File: src/rtl/frame_pixel_packer.sv
// frame_pixel_packer: packs an RGB565 pixel stream framed by vsync/de into
// 32-bit words for the DDR write FIFO, pulses wr_load at each frame start,
// counts frames/lines and flags bad frame geometry (sticky geom_err).
// Optional feature macro: PIXPACK_LINE_PAD_EN -- when defined, an odd pixel
// left over at the end of a line is flushed as {16'h0000, pixel}; otherwise
// it is dropped and geom_err is raised at once.
module frame_pixel_packer #(
  parameter int H_PIXELS = 640,
  parameter int V_LINES  = 480
) (
  input  logic        clk,
  input  logic        rst,
  input  logic        enable,
  input  logic        cam_vsync,
  input  logic        cam_de,
  input  logic [15:0] cam_data,
  output logic        wr_load,
  output logic        wrfifo_wren,
  output logic [31:0] wrfifo_din,
  output logic        frame_done,
  output logic [7:0]  frame_cnt,
  output logic [10:0] line_cnt,
  output logic        geom_err
);

  typedef enum logic {IDLE, ACTIVE} state_t;

  state_t      state, state_nx;
  logic        vs_r, vs_q, de_r, de_q;
  logic [15:0] data_r;
  logic [15:0] hold;
  logic        held;
  logic [31:0] pair_word;
  logic        pair_vld;
  logic [11:0] pix_cnt;
  logic        line_act;
  logic        vs_rise, de_rise, start, fend, pix_ok, line_end;
  logic [11:0] lines_tot;
  logic [10:0] line_inc;

  // Input register stage; edges are taken from these copies only.
  always_ff @(posedge clk or posedge rst) begin
    if (rst) begin
      vs_r <= 1'b0; vs_q <= 1'b0; de_r <= 1'b0; de_q <= 1'b0; data_r <= '0;
    end else begin
      vs_r <= cam_vsync; vs_q <= vs_r;
      de_r <= cam_de;    de_q <= de_r;
      data_r <= cam_data;
    end
  end

  // Capture state register.
  always_ff @(posedge clk or posedge rst) begin
    if (rst) state <= IDLE;
    else     state <= state_nx;
  end

  // Next state and per-cycle frame/line events.
  always_comb begin
    state_nx = state;
    start    = 1'b0;
    fend     = 1'b0;
    vs_rise  = vs_r & ~vs_q;
    de_rise  = de_r & ~de_q;
    if (vs_rise) begin
      fend = (state == ACTIVE);
      if (enable) begin
        start    = 1'b1;
        state_nx = ACTIVE;
      end else begin
        state_nx = IDLE;
      end
    end
    // A pixel only counts if its line started while capturing, so a line
    // cut by vsync does not leak its tail into the next frame.
    pix_ok    = (state == ACTIVE) & ~vs_rise & de_r & (line_act | de_rise);
    line_end  = line_act & ~de_r & ~vs_rise;
    lines_tot = {1'b0, line_cnt} + {11'd0, line_act};
    line_inc  = (line_cnt == 11'h7FF) ? line_cnt : line_cnt + 11'd1;
  end

  // Pairing, counters and geometry checks.
  always_ff @(posedge clk or posedge rst) begin
    if (rst) begin
      hold <= '0; held <= 1'b0; pair_word <= '0; pair_vld <= 1'b0;
      pix_cnt <= '0; line_act <= 1'b0; line_cnt <= '0; frame_cnt <= '0;
      geom_err <= 1'b0; wr_load <= 1'b0; frame_done <= 1'b0;
    end else begin
      wr_load    <= start;
      frame_done <= fend;
      pair_vld   <= 1'b0;
      if (start || fend) begin
        // Frame boundary: an unfinished line is truncated and still counted.
        held     <= 1'b0;
        pix_cnt  <= '0;
        line_act <= 1'b0;
        if (line_act && pix_cnt != 12'(H_PIXELS)) geom_err <= 1'b1;
        if (fend && lines_tot != 12'(V_LINES))    geom_err <= 1'b1;
        if (fend) frame_cnt <= frame_cnt + 8'd1;
        if (start)         line_cnt <= '0;
        else if (line_act) line_cnt <= line_inc;
      end else if (pix_ok) begin
        line_act <= 1'b1;
        if (pix_cnt != 12'hFFF) pix_cnt <= pix_cnt + 12'd1;
        if (!held) begin
          hold <= data_r;
          held <= 1'b1;
        end else begin
          pair_word <= {data_r, hold};
          pair_vld  <= 1'b1;
          held      <= 1'b0;
        end
      end else if (line_end) begin
        line_act <= 1'b0;
        line_cnt <= line_inc;
        pix_cnt  <= '0;
        if (pix_cnt != 12'(H_PIXELS)) geom_err <= 1'b1;
        if (held) begin
          held <= 1'b0;
`ifdef PIXPACK_LINE_PAD_EN
          pair_word <= {16'h0000, hold};
          pair_vld  <= 1'b1;
`else
          geom_err <= 1'b1;
`endif
        end
      end
    end
  end

  // Output stage: strobe the FIFO, hold the data word between strobes.
  always_ff @(posedge clk or posedge rst) begin
    if (rst) begin
      wrfifo_wren <= 1'b0;
      wrfifo_din  <= '0;
    end else begin
      wrfifo_wren <= pair_vld;
      if (pair_vld) wrfifo_din <= pair_word;
    end
  end

endmodule

File: config.mk
export PLATFORM = sky130hd
export DESIGN_NAME = frame_pixel_packer
export DESIGN_NICKNAME = d
export VERILOG_FILES = /design/src/rtl/frame_pixel_packer.sv
export SDC_FILE = /design/constraint.sdc
export NUM_CORES = 1
export LEC_CHECK = 0
export BUFFER_PORTS_ARGS = -buffer_cell sky130_fd_sc_hd__buf_4
export CAP_MARGIN = 15
export CORE_MARGIN = 8
export CORE_UTILIZATION = 55
export DETAILED_ROUTE_END_ITERATION = 8
export PLACE_DENSITY_LB_ADDON = 0.08
export SETUP_SLACK_MARGIN = 0.02
export SKIP_LAST_GASP = 1
export SYNTH_ARGS = -nofsm -noshare
export SYNTH_HDL_FRONTEND = slang
export SYNTH_SLANG_ARGS = --single-unit
File: constraint.sdc
create_clock -name clk -period 7.4 [get_ports clk]
set_input_delay 0.37 -clock clk [delete_from_list [all_inputs] [get_ports clk]]
set_output_delay 0.37 -clock clk [all_outputs]
set_load 0.02 [all_outputs]
==> impl_metrics.tcl <==
set metrics [dict create \
    status "completed" \
    end_kind "register" \
    drive_gt1_frac 0.375 \
    met2_usage 0.285 \
    pin_count 76 \
    cts_root_buf "clkbuf_8" \
    grt_max_degree 90 \
    routed_wl_um 11200 \
    post-dp-hpwl_um 6850 \
    htree_levels 4 \
    rsz0062_at_grt "false" \
    die_h_um 116 \
    max-vdd-ir-drop_v 0.000325 \
    rows 36 \
    crit_top_cell "ha_1" \
    clockBufferDepth 2 \
    cts.sinks 139 \
    cts_tree "done" \
    viasPerCell 5.44 \
    globalplace.congestion 0.845 \
    syn_inst 419 \
    final_nets 545 \
    period_share 0.359 \
    cts.clk_slew.worst_paths_ps 60 \
    avgSynthCellArea_um2 13.2 \
    cts_setup_buffers 0 \
    area_growth_pct 28.3 \
    clock_skew_ps 5.53 \
    ys_types 45 \
    power_frac_comb 0.208 \
    yosys_warnings 0 \
    static-leakage-power_nw 3.38 \
    crit_path_max_fanout 6 \
    critical_path_class "register to register" \
    drtIter0Drc 215 \
    busiest_layer "met2" \
    maxCapViolations 0 \
    met1_usage 0.227 \
    final_max_slew_viol_count 0 \
    syn_area_um2 5540 \
    seq_power_share 0.433 \
    rrSetupSlack_ps 4740 \
    switching_share 0.273 \
    total_power_mw 2.61 \
    worst_slew_pin_slew_ps 955 \
    die_width_um 116 \
    portBuffers 75 \
    ys_seq_area_frac 0.628 \
    nFillCells 655 \
    path_cells "ha_1 > ha_1 > or4b_1 > or4_1 > or3_1 > a211o_1" \
    holdWs_ps 296 \
    final_cell_mix "139 x dfrtp_1, 81 x mux2_2, 78 x buf_4" \
    grt_pass1_wl_um 18800 \
    clkLatencyLatePin_ps 510 \
    dieArea_um2 13500 \
    cpPeakStageDelay_ps 450 \
    p_int_mw 1.89 \
    p_switching_mw 0.711 \
    fin_crit_ps 2660 \
    drc_errors 0 \
    ctsResizeCount 0 \
    gr-total-overflow 0 \
    wl_per_cell_um 16.8 \
    holdCritPathClass "primary input to register" \
    antenna_found_initial 0 \
    gr-usage-met3 0.0455 \
    numCtsBuffers 17 \
    reg2reg_depth 6 \
    syn-num-nets 446 \
    initial_core_util 0.567 \
    cp-endpoint "geom_err" \
    grt_usage 0.179 \
    hold_start "enable" \
    hold_violations 0 \
    cp-start-kind "register" \
    grt_pass1_vias 3851 \
    rr_startpoint "line_cnt[0]" \
    clockPowerShare 0.359 \
    reg2reg_to "geom_err" \
    ant_nets 0 \
    ys_async_sr_fraction 1.00 \
    p_per_area_nw_per_um2 367 \
    cpMaxStageDelayCell "dfrtp_1" \
    ctsHoldBuffers 19 \
    setup_viol 0 \
    synthFlopType "dfrtp_1" \
    synth_seq_cells 139 \
    fp.coreArea_um2 9770 \
    synth-edff-count 0 \
    first_pass_iters 4 \
    startpoint "line_cnt[0]" \
    fin_tns_setup_ps 0 \
    vias 3614 \
    max_freq_mhz 376 \
    worstPathRequired_ps 7790 \
    slew_headroom 0.363 \
    diodes 0 \
    layout_commonest_cell "dfrtp_1" \
    critical_path_arrival_ps 3050 \
]
metal layers:
metal / vias up / part of all wire
li1: 1708 / -
met1: 1799 / 0.44
met2: 91 / 0.49
met3: 16 / 0.053
met4: 0 / 0.017
met5: - / 0
metrics by stage:
step           cell area, um^2  utilization  cells  worst slack [ps]
2_1_floorplan             5540            -    419              3310
3_3_place_gp              6230        0.637    612              4790
3_5_place_dp              6230        0.637    612              4740
4_1_cts                   7080        0.725    663              4730
5_1_grt                   7100        0.727    664              4610
6_report                  7100        0.727    664              4740
cell families (layout without fill, tap and decap cells):
kind of cell / after synthesis / after routing / share of synthesized area
adders and majority gates: 6 / 6 / 0.0136
muxes: 84 / 84 / 0.171
and+or+nand+nor: 103 / 103 / 0.0969
buffers and inverters: 28 / 140 / 0.0197
DFF: 139 / 139 / 0.628
xor gates and xnor gates: 9 / 9 / 0.0142
AOI/OAI and AO/OA: 50 / 50 / 0.0567
registers in the layout, indices dropped and copies added, names as in the netlist:
name	cells
pair_word	32
wrfifo_din	32
data_r	16
hold	16
pix_cnt	12
line_cnt	11
frame_cnt	8
de_q	1
de_r	1
frame_done	1
geom_err	1
held	1
line_act	1
pair_vld	1
state	1
vs_q	1
vs_r	1
wr_load	1
wrfifo_wren	1
synthesized netlist by cell type, types with 2 or more instances:
| library cell | number | share of area |
|---|---|---|
| dfrtp_1 | 139 | 0.63 |
| mux2_2 | 81 | 0.16 |
| nand2_1 | 27 | 0.018 |
| nor2_1 | 19 | 0.013 |
| a21oi_1 | 17 | 0.015 |
| nand3_1 | 12 | 0.011 |
| o21ai_0 | 11 | 0.0099 |
| clkbuf_1 | 10 | 0.0068 |
| inv_1 | 10 | 0.0068 |
| and3_1 | 8 | 0.0090 |
| nand4_1 | 8 | 0.0090 |
| ha_1 | 6 | 0.014 |
| o31ai_1 | 6 | 0.0081 |
| or4_1 | 6 | 0.0081 |
| buf_1 | 5 | 0.0034 |
| xor2_1 | 5 | 0.0079 |
| nor3_1 | 4 | 0.0036 |
| xnor2_1 | 4 | 0.0063 |
| a31oi_1 | 3 | 0.0034 |
| buf_2 | 3 | 0.0027 |
| nor4_1 | 3 | 0.0034 |
| or3_1 | 3 | 0.0034 |
| a21o_1 | 2 | 0.0027 |
| a31o_2 | 2 | 0.0032 |
| and4_1 | 2 | 0.0032 |
| mux2i_1 | 2 | 0.0036 |
| nand2b_1 | 2 | 0.0023 |
| nor2b_1 | 2 | 0.0023 |
power by group through the flow:
stage	registers (mW)	clock network [mW]	logic, mW
floorplan	1.18	0	0.262
global placement	1.12	0	0.519
detailed placement	1.14	0	0.535
CTS	1.13	0.951	0.550
global route	1.16	0.985	0.590
finish	1.13	0.936	0.542
layout make-up:
class,instances,area [um^2],share of cell area
clock inverter,10,184,0.0259
multi-input combinational,252,1950,0.275
tap,133,166,0.0234
sequential,139,3480,0.490
timing repair buffer,98,796,0.112
inverter,10,42.5,0.00599
clock buffer,22,483,0.0680
how the worst min path moves through the flow:
stage                        to  cells after the start
CTS                       state                      3
detailed placement  line_cnt[1]                      2
global placement           vs_q                      0
floorplan           wrfifo_wren                      0
finish                    state                      3
global route              state                      3
critical path: cells and delay by family (launching register included):
kind,cells,cell delay [ps]
AND/OR/NAND/NOR,3,1250
AO/OA/AOI/OAI,1,290
adder cells (fa/ha/maj),2,550
flip-flops,1,450
Power figures use the tool's default switching activity.
